--- config.mk ---
export PLATFORM = sky130hd
export DESIGN_NAME = bresenham_line_engine
export DESIGN_NICKNAME = d
export VERILOG_FILES = /design/src/rtl/bresenham_line_engine.sv
export SDC_FILE = /design/constraint.sdc
export NUM_CORES = 1
export LEC_CHECK = 0
export CAP_MARGIN = 30
export CORE_AREA = 2 2 341 174
export DETAILED_ROUTE_END_ITERATION = 10
export DIE_AREA = 0 0 343 176
export GPL_TIMING_DRIVEN = 1
export PLACE_DENSITY = 0.47
export SYNTH_ARGS = -nofsm -noshare
export SYNTH_HDL_FRONTEND = slang
export SYNTH_SLANG_ARGS = --single-unit
--- constraint.sdc ---
create_clock -name clk -period 12.15 [get_ports clk]
set_input_delay 3.0375 -clock clk [delete_from_list [all_inputs] [get_ports clk]]
set_output_delay 3.0375 -clock clk [all_outputs]
set_load 0.05 [all_outputs]
--- src/rtl/bresenham_line_engine.sv ---
// Bresenham line rasteriser covering all eight octants.
// Endpoints are latched on start, normalised in SETUP, then streamed one pixel per handshake.
module bresenham_line_engine #(
    parameter int WIDTH = 13
) (
    input  logic                    clk,
    input  logic                    rst,
    input  logic                    start,
    input  logic signed [WIDTH-1:0] x0,
    input  logic signed [WIDTH-1:0] y0,
    input  logic signed [WIDTH-1:0] x1,
    input  logic signed [WIDTH-1:0] y1,
    output logic                    busy,
    output logic                    pix_valid,
    input  logic                    pix_ready,
    output logic signed [WIDTH-1:0] pix_x,
    output logic signed [WIDTH-1:0] pix_y,
    output logic                    pix_last,
    output logic                    done
);
    localparam int EW = WIDTH + 2;

    typedef enum logic [1:0] {IDLE, SETUP, DRAW, DONE} state_t;

    function automatic logic signed [EW-1:0] sext(input logic signed [WIDTH-1:0] v);
        return {{(EW-WIDTH){v[WIDTH-1]}}, v};
    endfunction

    function automatic logic signed [EW-1:0] sabs(input logic signed [EW-1:0] v);
        return (v < 0) ? -v : v;
    endfunction

    state_t                  state_q, state_d;
    logic signed [WIDTH-1:0] ex0_q, ey0_q, ex1_q, ey1_q;
    logic signed [WIDTH-1:0] ex0_d, ey0_d, ex1_d, ey1_d;
    logic signed [WIDTH-1:0] x_q, y_q, xend_q, x_d, y_d, xend_d;
    logic signed [EW-1:0]    dx_q, dy_q, err_q, dx_d, dy_d, err_d;
    logic                    steep_q, yneg_q, steep_d, yneg_d;
    logic                    busy_q, valid_q, last_q, done_q;
    logic                    busy_d, valid_d, last_d, done_d;
    logic signed [WIDTH-1:0] px_q, py_q, px_d, py_d;

    logic signed [EW-1:0]    adx, ady, dxs, dys, err_step;
    logic                    steep_s, swap_s;
    logic signed [WIDTH-1:0] a0, b0, a1, b1, pa0, pb0, pa1, pb1;

    always_comb begin
        state_d = state_q;
        ex0_d   = ex0_q;
        ey0_d   = ey0_q;
        ex1_d   = ex1_q;
        ey1_d   = ey1_q;
        x_d     = x_q;
        y_d     = y_q;
        xend_d  = xend_q;
        dx_d    = dx_q;
        dy_d    = dy_q;
        err_d   = err_q;
        steep_d = steep_q;
        yneg_d  = yneg_q;

        // Normalise into swapped space: a is the major axis, walked upwards.
        adx      = sabs(sext(ex1_q) - sext(ex0_q));
        ady      = sabs(sext(ey1_q) - sext(ey0_q));
        steep_s  = ady > adx;
        a0       = steep_s ? ey0_q : ex0_q;
        b0       = steep_s ? ex0_q : ey0_q;
        a1       = steep_s ? ey1_q : ex1_q;
        b1       = steep_s ? ex1_q : ey1_q;
        swap_s   = a0 > a1;
        pa0      = swap_s ? a1 : a0;
        pb0      = swap_s ? b1 : b0;
        pa1      = swap_s ? a0 : a1;
        pb1      = swap_s ? b0 : b1;
        dxs      = sext(pa1) - sext(pa0);
        dys      = sext(pb1) - sext(pb0);
        err_step = err_q - dy_q;

        case (state_q)
            IDLE: begin
                if (start) begin
                    ex0_d   = x0;
                    ey0_d   = y0;
                    ex1_d   = x1;
                    ey1_d   = y1;
                    state_d = SETUP;
                end
            end
            SETUP: begin
                steep_d = steep_s;
                x_d     = pa0;
                y_d     = pb0;
                xend_d  = pa1;
                dx_d    = dxs;
                dy_d    = sabs(dys);
                yneg_d  = dys < 0;
                err_d   = dxs >>> 1;
                state_d = DRAW;
            end
            DRAW: begin
                if (pix_ready) begin
                    if (x_q == xend_q) begin
                        state_d = DONE;
                    end else begin
                        x_d = x_q + WIDTH'(1);
                        if (err_step < 0) begin
                            err_d = err_step + dx_q;
                            y_d   = yneg_q ? y_q - WIDTH'(1) : y_q + WIDTH'(1);
                        end else begin
                            err_d = err_step;
                        end
                    end
                end
            end
            DONE:    state_d = IDLE;
            default: state_d = IDLE;
        endcase

        busy_d  = state_d != IDLE;
        valid_d = state_d == DRAW;
        done_d  = state_d == DONE;
        last_d  = (state_d == DRAW) && (x_d == xend_d);
        px_d    = steep_d ? y_d : x_d;
        py_d    = steep_d ? x_d : y_d;
    end

    always_ff @(posedge clk or negedge rst) begin
        if (!rst) begin
            state_q <= IDLE;
            ex0_q   <= '0;
            ey0_q   <= '0;
            ex1_q   <= '0;
            ey1_q   <= '0;
            x_q     <= '0;
            y_q     <= '0;
            xend_q  <= '0;
            dx_q    <= '0;
            dy_q    <= '0;
            err_q   <= '0;
            steep_q <= 1'b0;
            yneg_q  <= 1'b0;
            busy_q  <= 1'b0;
            valid_q <= 1'b0;
            last_q  <= 1'b0;
            done_q  <= 1'b0;
            px_q    <= '0;
            py_q    <= '0;
        end else begin
            state_q <= state_d;
            ex0_q   <= ex0_d;
            ey0_q   <= ey0_d;
            ex1_q   <= ex1_d;
            ey1_q   <= ey1_d;
            x_q     <= x_d;
            y_q     <= y_d;
            xend_q  <= xend_d;
            dx_q    <= dx_d;
            dy_q    <= dy_d;
            err_q   <= err_d;
            steep_q <= steep_d;
            yneg_q  <= yneg_d;
            busy_q  <= busy_d;
            valid_q <= valid_d;
            last_q  <= last_d;
            done_q  <= done_d;
            px_q    <= px_d;
            py_q    <= py_d;
        end
    end

    assign busy      = busy_q;
    assign pix_valid = valid_q;
    assign pix_last  = last_q;
    assign done      = done_q;
    assign pix_x     = px_q;
    assign pix_y     = py_q;
endmodule

# After elaboration in Yosys (flattened, before gate mapping)
# Cells that the tools add are included.
[totals]
ff_bits = 170
latchBits = 0
ramBits = 0
mem_bits_ro = 0
output_inout_bits = 30
wordCells = 83
n_memories = 0
[classes]
addsub = 12
multipliers = 0
n_div = 0
n_lt_le_gt_ge = 6
eq_ne = 9
n_shift = 0
n_mux = 31
bitwise = 0
n_reduce_logical = 6
[ops]
columns = ["operator", "count"]
rows = [
  ["two-way mux 13 bit", 17],
  ["two-way mux 15 bit", 6],
  ["subtractor 13 x 13 -> 14 bit", 4],
  ["case mux 13 bit (2 select lines)", 2],
  ["negation 14 -> 15 bit", 3],
  ["less-than comparator 14 x 1 -> 1 bit (second input constant)", 3],
  ["case mux 15 bit (2 select lines)", 1],
  ["adder 13 x 2 -> 13 bit (second input constant)", 2],
  ["equality test 13 bit", 2],
  ["adder 15 bit", 1],
  ["> comparator 15 bit", 1],
  ["less-than comparator 15 x 1 -> 1 bit (second input constant)", 1],
  ["subtractor 15 bit", 1],
  ["> comparator 13 bit", 1],
  ["subtractor 13 x 2 -> 13 bit (second input constant)", 1],
  ["equality test 2 bit (second input constant)", 4],
  ["case mux 2 bit (4 select lines)", 1],
  ["two-way mux 2 bit", 3],
  ["!= test 2 bit (second input constant)", 2],
  ["nonzero test 2 bit", 2],
  ["AND reduction 3 bit", 1],
  ["equality test 2 x 1 -> 1 bit (second input constant)", 1],
  ["logical NOT 2 bit", 1],
  ["AND reduction 2 bit", 1],
  ["other kinds (2)", 2],
]

# Logic depth before layout (Yosys ltp)
# Gate-level depths: netlist of the first run.
[logic_depth]
ltp_word = 10
ltp_mapped = 54
ltp_nobuf = 43

# Worst setup path after synthesis of the first run
# No wires, ideal clock.
[synth_timing]
kind = "register to register"
startpoint = "register ex1_q[0]"
endpoint = "register dy_q[12]"
setup_ns = 0.137
t_arrival_ns = 10.681
setup_slack_ns = 1.332
stages_incl_launch_ff = 48
n_path_buf = 11
synth_period_minus_slack_ns = 10.818
path_cell_list = "dfrtp_1 > inv_1 > ha_1 > fa_1 > nor2b_1 > o21ai_0 > a21boi_0 > o21ai_0 > a21boi_0 > nor2_1 > or3_1 > or3_1 > or3_1 > or4_1 > ha_1 > nand4_2 > o21bai_1 > or4_4 > [... 12 more ...] > buf_2 > buf_2 > buf_4 > buf_2 > buf_1 > buf_2 > mux2i_1 > inv_1 > ha_1 > a21oi_1 > maj3_2 > a221oi_4 > a211oi_2 > nor4_4 > o211ai_2 > o41ai_2 > xor2_1 > a21oi_1"
[synth_between]
elab_chain_len = 10
word_cells_on_any_way = 16
cone_classes = "add/sub: 4; order compare: 4; mux: 8"
[synth_lines]
columns = ["item", "line", "text"]
rows = [
  ["start, declared", "34", "logic signed [WIDTH-1:0] ex0_q, ey0_q, ex1_q, ey1_q;"],
  ["start signal, assigned", "132", "ex1_q <= '0;"],
  ["start signal, assigned", "152", "ex1_q <= ex1_d;"],
  ["subtractor 13 x 13 -> 14 bit", "63", "adx = sabs(sext(ex1_q) - sext(ex0_q));"],
  ["negation 14 -> 15 bit or less-than comparator 14 x 1 -> 1 bit (tied branches)", "30", "return (v < 0) ? -v : v;"],
  ["two-way mux 15 bit", "30", ""],
  ["> comparator 15 bit", "65", "steep_s = ady > adx;"],
  ["two-way mux 13 bit, on equally long branches", "66, 68", ""],
  ["> comparator 13 bit", "70", "swap_s = a0 > a1;"],
  ["two-way mux 13 bit, on equally long branches", "74, 72", ""],
  ["subtractor 13 x 13 -> 14 bit *", "76", "dys = sext(pb1) - sext(pb0);"],
  ["negation 14 -> 15 bit or less-than comparator 14 x 1 -> 1 bit (tied branches)", "30", ""],
  ["two-way mux 15 bit *", "30", ""],
  ["end signal, assigned", "158", "dy_q <= dy_d;"],
  ["end, declared", "37", "logic signed [EW-1:0] dx_q, dy_q, err_q, dx_d, dy_d, err_d;"],
]
# Every way passes the cells marked *; elsewhere a longest branch is shown, timed or not.
# A chain may end at the register's enable or synchronous reset.

# Final worst setup path of the first run
# Same ends and word-level chain as after synthesis.

==> results of run 1 <==
-- synth_stat cells (5+ instances only) --
cell type and n:
and3_1 18, mux2_2 82, and2_1 10, a21boi_0 12
o211ai_1 14, o2111ai_1 5, a221oi_1 8, nand4_1 12
xor2_1 51, nand2_1 163, or4_1 10, a211oi_1 13
mux2i_1 59, nor2_1 134, inv_1 122, fa_1 6
a222oi_1 8, or2_2 6, or3_1 24, a21oi_1 113
buf_2 14, nor3_1 27, xnor2_1 73, o22ai_1 6
o221ai_1 11, a21o_1 20, o21bai_1 13, a31oi_1 12
nor2b_1 23, nand3_1 32, o21ai_1 8, buf_1 15
ha_1 113, nand2b_1 13, o21ai_0 99, nor4_1 10
dfrtp_1 169, o31ai_1 14, a221o_1 6, clkbuf_1 33
-- stage by stage --
step,util,cells,setup slack [ns],cell area [sq um]
2_1_floorplan,-,1655,1.33,14200
3_3_place_gp,0.279,2463,0.731,15900
3_5_place_dp,0.279,2463,0.446,15900
4_1_cts,0.290,2495,0.413,16500
5_1_grt,0.291,2497,0.00234,16600
6_report,0.291,2498,0.942,16600
-- area by class of cell --
cell class	count	share of cell area
Inverter	124	0.0280
Antenna cell	1	0.000151
Timing Repair Buffer	105	0.0608
Multi-Input combinational cell	1299	0.562
Clock buffer	20	0.0263
Clock inverter	12	0.00995
Sequential cell	169	0.255
Tap cell	768	0.0579
-- worst register-to-register path, delay by kind of cell, from the launching register on --
family | cells | cell delay [ns]
buf+inv | 2 | 0.18
fa+ha+maj | 6 | 1.85
flops | 1 | 0.40
xor+xnor | 1 | 0.17
mux | 1 | 0.49
compound gates | 19 | 4.91
simple gates | 10 | 3.09
-- worst paths after layout --
kind | startpoint | to | slack, ns | depth (start not counted)
worst max-delay path | ex1_q[0] | dy_q[12] | 0.94 | 39
min in group asynchronous | rst | ey1_q[6] | 2.48 | 1
worst min register to register | err_q[9] | err_q[9] | 0.49 | 2
worst min-delay path | err_q[9] | err_q[9] | 0.49 | 2
max in group asynchronous | rst | err_q[14] | 8.44 | 2
worst max register to register | ex1_q[0] | dy_q[12] | 0.94 | 39
-- per-layer routing --
layer | vias up | track usage | routed length (microns)
li1 | 6050 | - | -
met1 | 6003 | 0.227 | 23400
met2 | 326 | 0.241 | 20800
met3 | 35 | 0.0308 | 2730
met4 | 0 | 0.0382 | 779
met5 | - | 0 | 0
-- cells by family after synthesis --
group | count (synthesis) | share of synthesized area
other cells | 2 | 0.000528
buf+inv | 189 | 0.0524
compound gates | 415 | 0.194
flops | 169 | 0.297
xor+xnor | 124 | 0.0764
fa+ha+maj | 121 | 0.109
mux | 142 | 0.107
simple gates | 493 | 0.163
==> impl_metrics.toml, run 1 <==
[run_status]
status = "complete, no violations"

[critical_path]
cp_data_arrival_time_ns = 11.52
cp_slowest_stage_delay_ns = 0.83
end_kind = "flop"
critPathKind = "flop to flop"
path_max_fanout = 19
required_ns = 12.46
cp_top_family = "compound AO/OA/AOI/OAI gates"
cpMaxStageDelayCell = "o21ai_2"
start_kind = "flop"
path_buf_inv = 2

[final_layout]
regArea_sq_um = 4230
mostFrequentLayoutCells = "dfrtp_1, nand2_1, nor2_1"
reg_top3 = "dy_q x15, err_q x15, dx_q x14"
layout.nets = 1891
final_common_cell = "dfrtp_1"
fillCellCount = 6114
syn_to_final_growth_pct = 16.7
multi_input_area_sq_um = 9330
drive_above_1_share = 0.0972

[drt]
vias = 12414
postRouteAntennaNets = 0
drt_first_pass_iters = 6
drc = 0
first_iter_violations = 1086
detail_route.wl_per_cell_microns = 19.1
postRouteWirelength_microns = 47700
viasPerCell = 4.97

[timing]
tightest_slew_ns = 1.20
setup_viol = 0
finalHoldViolCount = 0
hold_ws_ns = 0.486
fin_skew_ns = 0.0177
max_freq_mhz = 89.2
rsz0062_at_grt = "false"
final_max_slew_viol_count = 0
min_period_ns = 11.21
setup_tns_ns = 0
fin_crit_sh = 0.922
slew_headroom = 0.196

[global_routing]
antenna_found_initial = 1
grt_max_degree = 67
grt_pass1_vias = 11919
gr-total-overflow = 0
grt_first_pass_wirelength_microns = 72600
grt_use_total = 0.157

[synth]
yosys_warnings = 0
syn-num-nets = 1830
syn_area_sq_um = 14200
synth_top_area_cell = "dfrtp_1"
synthArstFlopShare = 1.00
synthDistinctLibCells = 83
synth_ff_type = "dfrtp_1"
synth-seq-cells = 169
ys_top_cells_by_area = "dfrtp_1, ha_1, mux2_2"
synth_edf_count = 0
synthCells = 1655
syn_area_per_cell_sq_um = 8.59
yosysSeqAreaShare = 0.297
synth_top_area_frac = 0.297

[clock_tree]
cts_sinks = 169
cts-htree-levels = 4
cts_tree = "yes"
post_cts_buffers = 0
clk_path_buf_depth = 2
cts_resized = 0
cts-hold-fix-buffers = 0
clk-insertion-delay-late_ns = 0.46
clkTransAtPathRegs_ns = 0.07
cts_buffers = 17
cts_root_buf = "clkbuf_16"

[floorplanning]
pin_count = 86
start_util = 0.249
rows = 62
die_h_microns = 176
core_sq_um = 57100
dieArea_sq_um = 60400
die_x_microns = 343

[placement]
place_hpwl_microns = 37000
gp_congestion = 0.888
portBuffers = 85

[flow_run]
maxCapViolCount = 0

[min_path]
hp-class = "flop to flop"
Power of run 1 is left out: the tool's default activity adds up to more than one toggle a clock period on the data nets, which glitch-free logic cannot reach.
==> run 2: changes to the inputs <==
--- a/config.mk
+++ b/config.mk
@@ -11,6 +11,7 @@
 export DIE_AREA = 0 0 343 176
 export GPL_TIMING_DRIVEN = 1
 export PLACE_DENSITY = 0.47
+export SLEW_MARGIN = 30
 export SYNTH_ARGS = -nofsm -noshare
 export SYNTH_HDL_FRONTEND = slang
 export SYNTH_SLANG_ARGS = --single-unit
==> run 2 against run 1 <==
Effect of this change: flip-flop and latch count unchanged; critical path depth up 2; count of clock-buffer cells in the layout is the same; die area unchanged; register-to-register slack got worse by 0.02 ns; highest routed layer unchanged.
==> impl_metrics.toml, run 2 (synthesis gave the netlist of run 1 again) <==
[global_routing]
gr-total-overflow = 0
grt_pass1_vias = 11919
antenna_found_initial = 1
grt_first_pass_wirelength_microns = 72600
grt_max_degree = 67
grt_use_total = 0.157

[drt]
met2WireLength_microns = 20700
m1WireLength_microns = 23400
postRouteAntennaNets = 0
viasPerCell = 4.94
dr_wl_met3_microns = 2600
first_iter_violations = 1053
routed.top_layer = "met4"
vias = 12348
drc = 0
detail_route.wl_per_cell_microns = 19.0
drt_first_pass_iters = 5
postRouteWirelength_microns = 47500

[clock_tree]
clkTransAtPathRegs_ns = 0.07
cts_tree = "yes"
cts-htree-levels = 4
clk-insertion-delay-late_ns = 0.46
cts_buffers = 17
cts_sinks = 169
cts_root_buf = "clkbuf_16"
clk_path_buf_depth = 2
cts-hold-fix-buffers = 0

[timing]
fin_skew_ns = 0.0155
slew_headroom = 0.195
rsz0062_at_grt = "false"
finalHoldViolCount = 0
min_period_ns = 11.23
max_freq_mhz = 89.1
final_max_slew_viol_count = 0
fin_crit_sh = 0.924
setup_tns_ns = 0
setup_viol = 0
tightest_slew_ns = 1.20

[final_layout]
final_common_cell = "dfrtp_1"
drive_above_1_share = 0.0982
reg_top3 = "dy_q x15, err_q x15, dx_q x14"
layout.nets = 1893
fillCellCount = 6113
mostFrequentLayoutCells = "dfrtp_1, nand2_1, nor2_1"
multi_input_area_sq_um = 9320
regArea_sq_um = 4230
syn_to_final_growth_pct = 16.8

[critical_path]
path_depth = 41
cp_data_arrival_time_ns = 11.54
end_kind = "flop"
cp_top_family = "compound AO/OA/AOI/OAI gates"
r2r_cells = 41
path_buf_inv = 4
cpMaxStageDelayCell = "or4_1"
critPathKind = "flop to flop"
start_kind = "flop"
path_max_fanout = 20
rrSetupSlack_ns = 0.92
required_ns = 12.46
cp_slowest_stage_delay_ns = 0.57

[floorplanning]
core_sq_um = 57100
pin_count = 86
start_util = 0.249
die_h_microns = 176
dieArea_sq_um = 60400
rows = 62
die_x_microns = 343

[run_status]
status = "complete, no violations"

[placement]
gp_congestion = 0.888
portBuffers = 85
place_hpwl_microns = 37000

[min_path]
min_path_cells = 2
hp-class = "flop to flop"

[flow_run]
maxCapViolCount = 0
[run 2: cell count changes in the layout (fill, tap and decap cells not counted), sizes merged]
cell	before	now
buf	21	22
clkbuf	20	22
o21ai	109	108
[run 2: worst register-to-register path: cells and delay by family, from the launching register on]
family | cells | cell delay (ns)
buffers and inverters | 4 | 0.66
AND/OR/NAND/NOR | 10 | 2.97
AO/OA/AOI/OAI | 18 | 4.14
XOR/XNOR | 1 | 0.17
adder cells (fa/ha/maj) | 6 | 1.89
multiplexers | 2 | 0.87
flip-flops | 1 | 0.40
[run 2: cell type report]
type,count,area share
diodes,1,0.000151
flip-flops and latches,169,0.254
repair buffers,108,0.0625
inverters,124,0.0280
clock inverters,12,0.00994
well taps,768,0.0578
clock buffers,20,0.0263
multi-input cells,1298,0.561
[run 2: final timing paths]
check,from,to
min in group asynchronous,rst,ey1_q[6]
setup reg to reg,ex1_q[0],dy_q[12]
hold reg to reg,err_q[9],err_q[9]
hold / removal,err_q[9],err_q[9]
max in group asynchronous,rst,err_q[14]
setup / recovery,ex1_q[0],dy_q[12]
[run 2: what timing repair did]
| action | in CTS | in global routing |
|---|---|---|
| gates resized for setup | 0 | 7 |
| setup endpoints to repair | 0 | 25 |
| buffers inserted | 0 | 0 |
[run 2: per-layer routing]
layer	global-route usage	up-vias
met4	0.0382	0
met5	0	-
met1	0.227	5981
met3	0.0308	33
li1	-	6051
met2	0.241	283
[run 2: through the flow]
step,std cells,setup slack [ns],cell area (sq um),hold slack (ns),util
floorplan,1655,1.33,14200,0.449,-
global route,2499,0.0296,16600,0.523,0.291
finish,2500,0.924,16600,0.485,0.291
detailed placement,2463,0.446,15900,0.471,0.279
CTS,2495,0.413,16500,0.487,0.290
global placement,2463,0.731,15900,0.463,0.279
Power of run 2 is left out for the same reason.
